--- src/rtl/dmem_lsu_pkg.sv ---
// Shared types for the data-memory load/store unit: FSM state encoding,
// RV32I load/store width codes and the store lane/mask helpers.
// Optional build macro: LSU_MISALIGN_TRAP_EN adds the misalignment check helper.
package rv32i_types;

  typedef enum logic [2:0] {
    LD_LB  = 3'b000,
    LD_LH  = 3'b001,
    LD_LW  = 3'b010,
    LD_LBU = 3'b100,
    LD_LHU = 3'b101
  } load_funct3_t;

  typedef enum logic [2:0] {
    ST_SB = 3'b000,
    ST_SH = 3'b001,
    ST_SW = 3'b010
  } store_funct3_t;

  typedef enum logic [1:0] {
    LSU_IDLE   = 2'd0,
    LSU_ACCESS = 2'd1,
    LSU_DONE   = 2'd2
  } lsu_state_t;

  // Byte enables; a shifted half/byte mask falls off the top when misaligned.
  function automatic logic [3:0] store_mask(input logic [2:0] f3, input logic [1:0] off);
    logic [3:0] m;
    case (store_funct3_t'(f3))
      ST_SB:   m = 4'b0001 << off;
      ST_SH:   m = 4'b0011 << off;
      ST_SW:   m = 4'b1111;
      default: m = 4'b0000;
    endcase
    return m;
  endfunction

  // Byte/half stores are replicated so every lane carries the value.
  function automatic logic [31:0] store_wdata(input logic [2:0] f3, input logic [31:0] d);
    logic [31:0] w;
    case (store_funct3_t'(f3))
      ST_SB:   w = {4{d[7:0]}};
      ST_SH:   w = {2{d[15:0]}};
      default: w = d;
    endcase
    return w;
  endfunction

`ifdef LSU_MISALIGN_TRAP_EN
  // Width code low bits: 01 = half, 10 = word.
  function automatic logic misaligned(input logic [1:0] size, input logic [1:0] off);
    return ((size == 2'b01) && off[0]) || ((size == 2'b10) && (off != 2'b00));
  endfunction
`endif

endpackage

--- src/rtl/dmem_lsu_if.sv ---
// Data-memory bus between the LSU (master) and the memory (slave).
interface dmem_lsu_if;
  logic [31:0] dmem_address;
  logic        dmem_read;
  logic        dmem_write;
  logic [3:0]  dmem_wmask;
  logic [31:0] dmem_wdata;
  logic [31:0] dmem_rdata;
  logic        dmem_resp;

  modport master (
    output dmem_address, dmem_read, dmem_write, dmem_wmask, dmem_wdata,
    input  dmem_rdata, dmem_resp
  );

  modport slave (
    input  dmem_address, dmem_read, dmem_write, dmem_wmask, dmem_wdata,
    output dmem_rdata, dmem_resp
  );
endinterface

--- src/rtl/dmem_lsu_load_align.sv ---
// Load alignment: picks the byte/half lane addressed by the offset and
// sign- or zero-extends it according to the load width code.
module load_align
  import rv32i_types::*;
(
  input  logic [31:0] rdata_i,
  input  logic [1:0]  offset_i,
  input  logic [2:0]  funct3_i,
  output logic [31:0] result_o
);
  logic [15:0] lane;

  assign lane = 16'(rdata_i >> {offset_i, 3'b000});

  // Extend the selected lane; full-word loads pass the bus word through.
  always_comb begin
    result_o = rdata_i;
    case (load_funct3_t'(funct3_i))
      LD_LB:   result_o = {{24{lane[7]}}, lane[7:0]};
      LD_LH:   result_o = {{16{lane[15]}}, lane};
      LD_LBU:  result_o = {24'd0, lane[7:0]};
      LD_LHU:  result_o = {16'd0, lane};
      default: result_o = rdata_i;
    endcase
  end
endmodule

--- src/rtl/dmem_lsu.sv ---
// dmem_lsu: memory-stage load/store unit. Captures one request, holds the
// bus strobe until dmem_resp (or a MAX_WAIT-cycle timeout), then pulses done_o.
// Optional build macro: LSU_MISALIGN_TRAP_EN traps misaligned half/word accesses.
module dmem_lsu
  import rv32i_types::*;
#(
  parameter int MAX_WAIT = 255
) (
  input  logic        clk,
  input  logic        rst,
  input  logic        valid_i,
  input  logic        dmem_read_i,
  input  logic        dmem_write_i,
  input  logic [2:0]  funct3_i,
  input  logic [31:0] addr_i,
  input  logic [31:0] store_data_i,
  dmem_lsu_if.master  dmem,
  output logic        stall_o,
  output logic [31:0] load_data_o,
  output logic        done_o,
  output logic        err_o
);
  localparam int CNT_W = (MAX_WAIT < 2) ? 1 : $clog2(MAX_WAIT);

  lsu_state_t        state_q, state_d;
  logic [CNT_W-1:0]  cnt_q, cnt_d;
  logic              err_q, err_d;
  logic [31:0]       load_data_q, load_data_d;
  logic [31:0]       addr_q, addr_d;
  logic [2:0]        funct3_q, funct3_d;
  logic [31:0]       sdata_q, sdata_d;
  logic              is_load_q, is_load_d;

  logic              req;
  logic              in_access;
  logic              store_active;
  logic [31:0]       aligned;

  assign req          = valid_i & (dmem_read_i | dmem_write_i);
  assign in_access    = (state_q == LSU_ACCESS);
  assign store_active = in_access & ~is_load_q;

  load_align u_load_align (
    .rdata_i  (dmem.dmem_rdata),
    .offset_i (addr_q[1:0]),
    .funct3_i (funct3_q),
    .result_o (aligned)
  );

  // Bus is driven only while a transfer is in flight; zero otherwise.
  assign dmem.dmem_address = in_access ? {addr_q[31:2], 2'b00} : 32'd0;
  assign dmem.dmem_read    = in_access & is_load_q;
  assign dmem.dmem_write   = store_active;
  assign dmem.dmem_wmask   = store_active ? store_mask(funct3_q, addr_q[1:0]) : 4'b0000;
  assign dmem.dmem_wdata   = store_active ? store_wdata(funct3_q, sdata_q) : 32'd0;

  assign stall_o     = rst & (((state_q == LSU_IDLE) & req) | in_access);
  assign done_o      = (state_q == LSU_DONE);
  assign err_o       = err_q;
  assign load_data_o = load_data_q;

  // Next-state, request capture, wait counter and result/error updates.
  always_comb begin
    state_d     = state_q;
    cnt_d       = cnt_q;
    err_d       = err_q;
    load_data_d = load_data_q;
    addr_d      = addr_q;
    funct3_d    = funct3_q;
    sdata_d     = sdata_q;
    is_load_d   = is_load_q;
    case (state_q)
      LSU_IDLE: begin
        if (req) begin
          addr_d    = addr_i;
          funct3_d  = funct3_i;
          sdata_d   = store_data_i;
          is_load_d = dmem_read_i;   // read wins when both are set
          cnt_d     = '0;
          state_d   = LSU_ACCESS;
`ifdef LSU_MISALIGN_TRAP_EN
          if (misaligned(funct3_i[1:0], addr_i[1:0])) begin
            state_d     = LSU_DONE;
            err_d       = 1'b1;
            load_data_d = '0;
          end
`endif
        end
      end
      LSU_ACCESS: begin
        if (dmem.dmem_resp) begin
          state_d     = LSU_DONE;
          load_data_d = is_load_q ? aligned : 32'd0;
        end else if (cnt_q == CNT_W'(MAX_WAIT - 1)) begin
          state_d     = LSU_DONE;
          err_d       = 1'b1;
          load_data_d = '0;
        end else begin
          cnt_d = cnt_q + 1'b1;
        end
      end
      LSU_DONE: state_d = LSU_IDLE;
      default:  state_d = LSU_IDLE;
    endcase
  end

  // Control registers with synchronous active-low reset.
  always_ff @(posedge clk) begin
    if (!rst) begin
      state_q     <= LSU_IDLE;
      cnt_q       <= '0;
      err_q       <= 1'b0;
      load_data_q <= '0;
    end else begin
      state_q     <= state_d;
      cnt_q       <= cnt_d;
      err_q       <= err_d;
      load_data_q <= load_data_d;
    end
  end

  // Captured request fields; only observed while in ACCESS, so no reset.
  always_ff @(posedge clk) begin
    addr_q    <= addr_d;
    funct3_q  <= funct3_d;
    sdata_q   <= sdata_d;
    is_load_q <= is_load_d;
  end
endmodule

--- src/flat_wrapper.sv ---
// flat-port wrapper written by rule: the top's interface ports become plain ports
module dmem_lsu_flat import rv32i_types::*;
#(
  parameter int MAX_WAIT = 255
)
  (clk, rst, valid_i, dmem_read_i, dmem_write_i, funct3_i, addr_i, store_data_i, stall_o, load_data_o, done_o, err_o, dmem_dmem_address, dmem_dmem_read, dmem_dmem_write, dmem_dmem_wmask, dmem_dmem_wdata, dmem_dmem_rdata, dmem_dmem_resp);
  dmem_lsu_if dmem_i ();
  input  logic clk;
  input  logic rst;
  input  logic valid_i;
  input  logic dmem_read_i;
  input  logic dmem_write_i;
  input  logic [2:0] funct3_i;
  input  logic [31:0] addr_i;
  input  logic [31:0] store_data_i;
  output logic stall_o;
  output logic [31:0] load_data_o;
  output logic done_o;
  output logic err_o;
  output wire logic [$bits(dmem_i.dmem_address)-1:0] dmem_dmem_address;
  output wire logic [$bits(dmem_i.dmem_read)-1:0] dmem_dmem_read;
  output wire logic [$bits(dmem_i.dmem_write)-1:0] dmem_dmem_write;
  output wire logic [$bits(dmem_i.dmem_wmask)-1:0] dmem_dmem_wmask;
  output wire logic [$bits(dmem_i.dmem_wdata)-1:0] dmem_dmem_wdata;
  input wire logic [$bits(dmem_i.dmem_rdata)-1:0] dmem_dmem_rdata;
  input wire logic [$bits(dmem_i.dmem_resp)-1:0] dmem_dmem_resp;
  assign dmem_dmem_address = dmem_i.dmem_address;
  assign dmem_dmem_read = dmem_i.dmem_read;
  assign dmem_dmem_write = dmem_i.dmem_write;
  assign dmem_dmem_wmask = dmem_i.dmem_wmask;
  assign dmem_dmem_wdata = dmem_i.dmem_wdata;
  assign dmem_i.dmem_rdata = dmem_dmem_rdata;
  assign dmem_i.dmem_resp = dmem_dmem_resp;
  dmem_lsu #(.MAX_WAIT(MAX_WAIT)) u_core (.clk(clk), .rst(rst), .valid_i(valid_i), .dmem_read_i(dmem_read_i), .dmem_write_i(dmem_write_i), .funct3_i(funct3_i), .addr_i(addr_i), .store_data_i(store_data_i), .dmem(dmem_i), .stall_o(stall_o), .load_data_o(load_data_o), .done_o(done_o), .err_o(err_o));
endmodule
--- config.mk ---
export PLATFORM = sky130hd
export DESIGN_NAME = dmem_lsu_flat
export DESIGN_NICKNAME = d
export VERILOG_FILES = /design/src/rtl/dmem_lsu_pkg.sv /design/src/rtl/dmem_lsu_if.sv /design/src/rtl/dmem_lsu_load_align.sv /design/src/rtl/dmem_lsu.sv /design/src/flat_wrapper.sv
export SDC_FILE = /design/constraint.sdc
export NUM_CORES = 1
export LEC_CHECK = 0
export ABC_AREA = 1
export CELL_PAD_IN_SITES_DETAIL_PLACEMENT = 1
export CELL_PAD_IN_SITES_GLOBAL_PLACEMENT = 1
export CORE_MARGIN = 2
export CORE_UTILIZATION = 25
export DETAILED_ROUTE_END_ITERATION = 8
export GPL_ROUTABILITY_DRIVEN = 0
export PLACE_DENSITY_LB_ADDON = 0.15
export SLEW_MARGIN = 10
export SYNTH_ARGS = -nofsm -noshare
export SYNTH_HDL_FRONTEND = slang
export SYNTH_SLANG_ARGS = --single-unit
--- constraint.sdc ---
create_clock -name clk -period 4 [get_ports clk]
set_clock_uncertainty 0.2 [all_clocks]
set_input_delay 0.4 -clock clk [delete_from_list [all_inputs] [get_ports clk]]
set_output_delay 0.4 -clock clk [all_outputs]
set_load 0.03 [all_outputs]
* After elaboration in Yosys (flattened, before gate mapping) *
Index checks and enable logic that the tools add are counted.
Widths: inputs -> output; s select.

cells by class
  add/subtract/negate cells = 1
  reduce and logical (&&, ||, !) cells = 9
  equal/unequal tests = 11
  multiplexer cells = 17
  bitwise logic cells = 9
  shift operators = 3

operators by type and width
  operator             number
  $mux 32              5
  $pmux 32 s4          1
  $pmux 32 s2          1
  $shr 32x5->16        1
  $mux 8               3
  $pmux 8 s2           1
  $pmux 4 s3           1
  $add 8x1->8 const B  1
  $eq 8x8->1 const B   1
  $eq 3x3->1 const B   2
  $mux 2               3
  $reduce_and 2->1     3
  $and 1x1->1          5
  $mux 4               1
  $ne 2x2->1 const B   2
  $pmux 2 s2           1
  $reduce_and 4->1     1
  $reduce_bool 2->1    2
  $shl 1x2->4 const A  1
  $shl 2x2->4 const A  1
  $eq 3x1->1 const B   1
  $eq 3x2->1 const B   1
  $logic_not 3->1      1
  $ne 3x3->1 const B   1
  7 further kinds      9

word-level totals
  logic and storage cells = 58
  register bits after elaboration = 111
  input bits = 105
  output and inout bits = 105

* Logic depth before layout (Yosys ltp) *
  word-level depth = 5
  depth in mapped cells = 11
  mapped depth without buffers = 11

* Cells and area by module *
A second synthesis with hierarchy kept.

unflattened totals
  cells, all modules = 696
  area, all modules = 5,645.4 um^2

by module, submodules not included
  module      area an instance (um^2)  sequential area each (um^2)  times used  cells an instance
  dmem_lsu    4,628.2                  2,902.8                      1           486
  load_align  1,017.2                  0.0                          1           210

* Worst setup path before layout *
No wires, ideal clock.

  kind = input port to flip-flop
  start = input dmem_write_i
  end = register u_core.addr_q[0] (enable)
  stages = 3
  path slack = 1.394 ns
  data required time = 3.378 ns
  library setup time = 0.422 ns
  arrival = 1.984 ns
  buffers on the path = 0
  cells stage by stage = or2_2 -> nand3_1 -> inv_1

on the way
  cells in the longest elaborated chain, start to end = 3

ends and longest elaborated chain
  element                            RTL line            RTL
  start: declaration                 flat_wrapper.sv:12  input logic dmem_write_i;
  $or 1x1->1                         dmem_lsu.sv:39      assign req = valid_i & (dmem_read_i | dmem_write_i);
  $and 1x1->1                        dmem_lsu.sv:39
  $reduce_and 2->1 (no source line)  n/a
  end signal: assignment             dmem_lsu.sv:124     addr_q <= addr_d;
  end: declaration                   dmem_lsu.sv:29      logic [31:0] addr_q, addr_d;

Every way passes these cells.
A chain may end at the register's enable or synchronous reset.

* Worst setup path in the final report *
  start = register u_core.funct3_q[1]
  end = output dmem_dmem_wdata[13]

on the way
  cells in the longest elaborated chain, start to end = 3
  elaborated cells between the ends (all ways) = 4
  those cells by class = eq/ne: 1; mux: 2; reduce/logical: 1

ends and longest elaborated chain
  element                                               RTL line            RTL
  start: declaration                                    dmem_lsu.sv:30      logic [2:0] funct3_q, funct3_d;
  start signal: assignment                              dmem_lsu.sv:125     funct3_q <= funct3_d;
  $eq 3x1->1 / $logic_not 3->1 (equally long branches)  dmem_lsu_pkg.sv:41  case (store_funct3_t'(f3))
  $pmux 32 s2 *                                         dmem_lsu_pkg.sv:41
  $mux 32 *                                             dmem_lsu.sv:55      assign dmem.dmem_wdata = store_active ? store_wdata(funct3_q, sdata_q) : 32'd0;
  end: declaration                                      flat_wrapper.sv:24  output wire logic [$bits(dmem_i.dmem_wdata)-1:0] dmem_dmem_wdata;

Mark *: on every way between the ends. The rest lies on a longest branch, timed or not.

==> metrics.json <==
{
  "io_pins": 210,
  "p_seq_share_pct": 45.8,
  "power.density_cell_area_nw_per_um2": 353.2,
  "yosys.cell_types.count": 33,
  "cts.reportedPaths.clkPinSlew_ns": 0.08,
  "cp-end-kind": "primary output",
  "antenna_violations_before_repair": 1,
  "detailedRoute.firstPassIterationCount": 5,
  "first_global_vias": 5382,
  "clock_tree_from_tritoncts": "built",
  "die-height_um": 152.4,
  "timing.final.crit_period_ns": 3.389,
  "cts_post_setup_buffers_inserted": 0,
  "synth_largest_type_area_fraction_pct": 37.10,
  "worst_ir_drop_vdd_mv": 0.1643,
  "leakagePower_nw": 3.201,
  "synth.top_cells.by_count": "sky130_fd_sc_hd__nand2_1 (158), sky130_fd_sc_hd__nor2_1 (144), sky130_fd_sc_hd__edfxtp_1 (68)",
  "regToRegStartpoint": "u_core.cnt_q[0]",
  "floorplan.initialDensity_pct": 25.38,
  "critical_path.cell_chain": "nor2_4, inv_2, nor2_1, nand2_1, o211ai_2, nor2_1, clkdlybuf4s50_1",
  "report.final.slew_viol_count": 0,
  "drc_errors": 0,
  "place_area_um2": 7796,
  "drt.antenna.violating_nets": 0,
  "place.detailed.hpwl_um": 14600,
  "postSynth.asyncResetShare_pct": 0,
  "min_delay_worst_endpoint": "u_core.load_data_o[2]",
  "grt-ovfl-total": 0,
  "worstPathRequired_ns": 3.40,
  "final_core_utilization_pct": 37.44,
  "worst_path_largest_cell_delay_ns": 0.61,
  "report.final.hold_viol_count": 0,
  "syn-mean-instance-area_um2": 8.215,
  "yosys.area.top_type": "sky130_fd_sc_hd__edfxtp_1",
  "wire_per_inst_um": 16.40,
  "cts-root-to-sink-buffers": 2,
  "worst_hold_path.num_cells": 2,
  "global_route_wire_length_before_repair_um": 29860,
  "synth-edff-count": 68,
  "placedCellCount": 1133,
  "synthCells": 670,
  "final_layout_setup_total_negative_slack_ns": 0,
  "maximum_number_of_pins_on_one_net_before_global_route_repair": 40,
  "min_path_type": "register to register",
  "synth_seq_area_share_pct": 52.74,
  "critPathArrivalTime_ns": 2.79,
  "postRouteWirelength_um": 18860,
  "timing_worst_slew_pin_value_ns": 0.6664,
  "post_drt_via_cell_ratio": 4.444,
  "clock_buffer_count_from_cts": 9,
  "detailroute.via_count": 5111,
  "synth_seq_cells": 111,
  "outcome": "completed",
  "power.share.switching_pct": 28.11,
  "final_nets": 971,
  "warnings_from_yosys": 0,
  "cp-startpoint": "u_core.funct3_q[1]",
  "synth_top_flop_cell": "sky130_fd_sc_hd__edfxtp_1",
  "worst_slack_ns": 0.6107,
  "maxCapViolations": 0,
  "critPathMostFrequentCell": "sky130_fd_sc_hd__nor2_1",
  "clock_sink_count": 111,
  "timing.reg2reg.worst_path_depth": 11,
  "fp.dieArea_um2": 23220,
  "ctsRootBufferMaster": "sky130_fd_sc_hd__clkbuf_16",
  "clockPowerShare_pct": 34.7,
  "syn-cell-area_um2": 5504,
  "netlist_top_cells_area": "sky130_fd_sc_hd__edfxtp_1 (37%), sky130_fd_sc_hd__dfxtp_1 (16%), sky130_fd_sc_hd__nand2_1 (11%), sky130_fd_sc_hd__nor2_1 (9.8%), sky130_fd_sc_hd__inv_1 (4.5%)",
  "hp-start": "u_core.load_data_o[2]",
  "crit-reg2reg-capture": "u_core.cnt_q[7]",
  "timing.setup.critical_path_class": "register to primary output",
  "timing.slew.headroom_pct": 55.42,
  "port-buffer-count": 207,
  "start_kind": "register",
  "switching_power_uw": 806.1,
  "critical_path.max_fanout": 27,
  "critical-path-slowest-cell": "sky130_fd_sc_hd__clkdlybuf4s50_1",
  "grtUsageTotal_pct": 16.24,
  "synth.most_common_cell": "sky130_fd_sc_hd__nand2_1",
  "std_cell_rows": 54,
  "rsz0062_at_grt": "no",
  "internal-power_mw": 2.061,
  "comb_power_share_pct": 19.5,
  "detail_route.iter0.violations": 249,
  "stdcell_area_um2": 8119,
  "cts.htree.levels": 3,
  "clk-insertion-delay-late_ns": 0.35,
  "dpl_worst_slack_ns": 0.9854,
  "core-area_um2": 21690,
  "max_freq_mhz": 295.0,
  "area_growth_syn_to_layout_pct": 47.51,
  "stdcell_count": 1150,
  "nFillCells": 2584,
  "final_layout_size_suffix_gt1_share_pct": 9.436,
  "die_width_um": 152.4,
  "min_period_over_period_pct": 84.73,
  "cts.repair.resized": 0,
  "setup.reg_to_reg.worst_slack_ns": 1.85,
  "timing.final.setup_violations": 0,
  "cts-hold-fix-buffers": 0
}
[cells by family (layout without fill, tap and decap cells)]
family	Yosys count	count (layout)	synth area share, %
and+or+nand+nor	380	380	29.62
DFF	111	111	52.74
adders and majority gates	2	2	0.4546
buffers and inverters	104	302	8.457
xor gates and xnor gates	1	1	0.1592
AOI/OAI and AO/OA	71	71	8.502
other	1	3	0.06813
[layout make-up]
cell class              count  area, µm²  area share (%)
diodes                      1      2.502         0.03082
clock buffers               9      225.2           2.774
clock inverters             7      95.09           1.171
inverters                  73      274.0           3.375
multi-input cells         456       2140           26.35
flip-flops and latches    111       2903           35.75
well taps                 280      350.3           4.315
repair buffers            213       2130           26.23
[state kept, by name, indices dropped and copies added, names as in the netlist]
register / count
u_core.funct3_q: 3
u_core.cnt_q: 8
u_core.addr_q: 32
u_core.sdata_q: 32
u_core.state_q: 2
u_core.err_o: 1
u_core.is_load_q: 1
u_core.load_data_o: 32
[layer usage]
| metal | track usage [%] | routed length (µm) |
|---|---|---|
| met5 | 0 | 0 |
| met4 | 5.029 | 350 |
| met3 | 2.588 | 606 |
| met2 | 28.36 | 9470 |
| met1 | 20.62 | 8436 |
[placed cells by master (no fill, tap or decap)]
master	n
sky130_fd_sc_hd__a21oi_1	40
sky130_fd_sc_hd__a21oi_2	13
sky130_fd_sc_hd__buf_12	1
sky130_fd_sc_hd__buf_4	5
sky130_fd_sc_hd__bufinv_16	2
sky130_fd_sc_hd__clkbuf_16	9
sky130_fd_sc_hd__clkdlybuf4s50_1	207
sky130_fd_sc_hd__clkinv_1	1
sky130_fd_sc_hd__clkinv_2	1
sky130_fd_sc_hd__clkinv_4	2
sky130_fd_sc_hd__conb_1	2
sky130_fd_sc_hd__dfxtp_1	43
sky130_fd_sc_hd__diode_2	1
sky130_fd_sc_hd__edfxtp_1	68
sky130_fd_sc_hd__ha_1	2
sky130_fd_sc_hd__inv_1	65
sky130_fd_sc_hd__inv_2	8
sky130_fd_sc_hd__inv_6	1
sky130_fd_sc_hd__nand2_1	158
sky130_fd_sc_hd__nand2_2	18
sky130_fd_sc_hd__nand2_4	3
sky130_fd_sc_hd__nand3_1	37
sky130_fd_sc_hd__nand3_2	3
sky130_fd_sc_hd__nand3_4	1
sky130_fd_sc_hd__nand4_1	1
sky130_fd_sc_hd__nor2_1	144
sky130_fd_sc_hd__nor2_2	1
sky130_fd_sc_hd__nor2_4	2
sky130_fd_sc_hd__nor2_8	1
sky130_fd_sc_hd__nor3_1	8
sky130_fd_sc_hd__nor3_2	1
sky130_fd_sc_hd__o211ai_2	8
sky130_fd_sc_hd__o21ai_0	9
sky130_fd_sc_hd__o21ai_2	1
sky130_fd_sc_hd__or2_1	1
sky130_fd_sc_hd__or2_2	1
sky130_fd_sc_hd__xor2_1	1
[power groups by stage]
stage	sequential, mW	clock (mW)	combinational (mW)
finish	1.31	0.995	0.559
global route	1.32	1.07	0.611
detailed placement	1.34	0	0.566
floorplan	1.35	0	0.295
CTS	1.31	1.03	0.569
global placement	1.34	0	0.557
[worst max path at each step]
stage                                to  slack (ns)  depth (start not counted)
global placement    dmem_dmem_wdata[28]        1.04                          7
floorplan              u_core.addr_q[0]        1.39                          3
global route        dmem_dmem_wdata[28]        0.41                          7
detailed placement  dmem_dmem_wdata[28]        0.99                          7
finish              dmem_dmem_wdata[13]        0.61                          7
CTS                 dmem_dmem_wdata[28]        0.58                          7
[worst max-delay path: cells and delay by family, from the launching register on]
kind	cells	cell delay (ns)
AO/OA/AOI/OAI	1	0.11
flip-flops	1	0.59
buffers and inverters	2	0.79
AND/OR/NAND/NOR	4	0.93
[metrics by stage]
stage	total power [mW]	hold WS [ns]
after global routing	3.001	0.2986
after floorplan	1.640	0.2311
after CTS	2.910	0.2722
final	2.868	0.2688
after global placement	1.896	0.2474
after detailed placement	1.906	0.2569
Note: power is estimated with default switching activity, not from simulation.
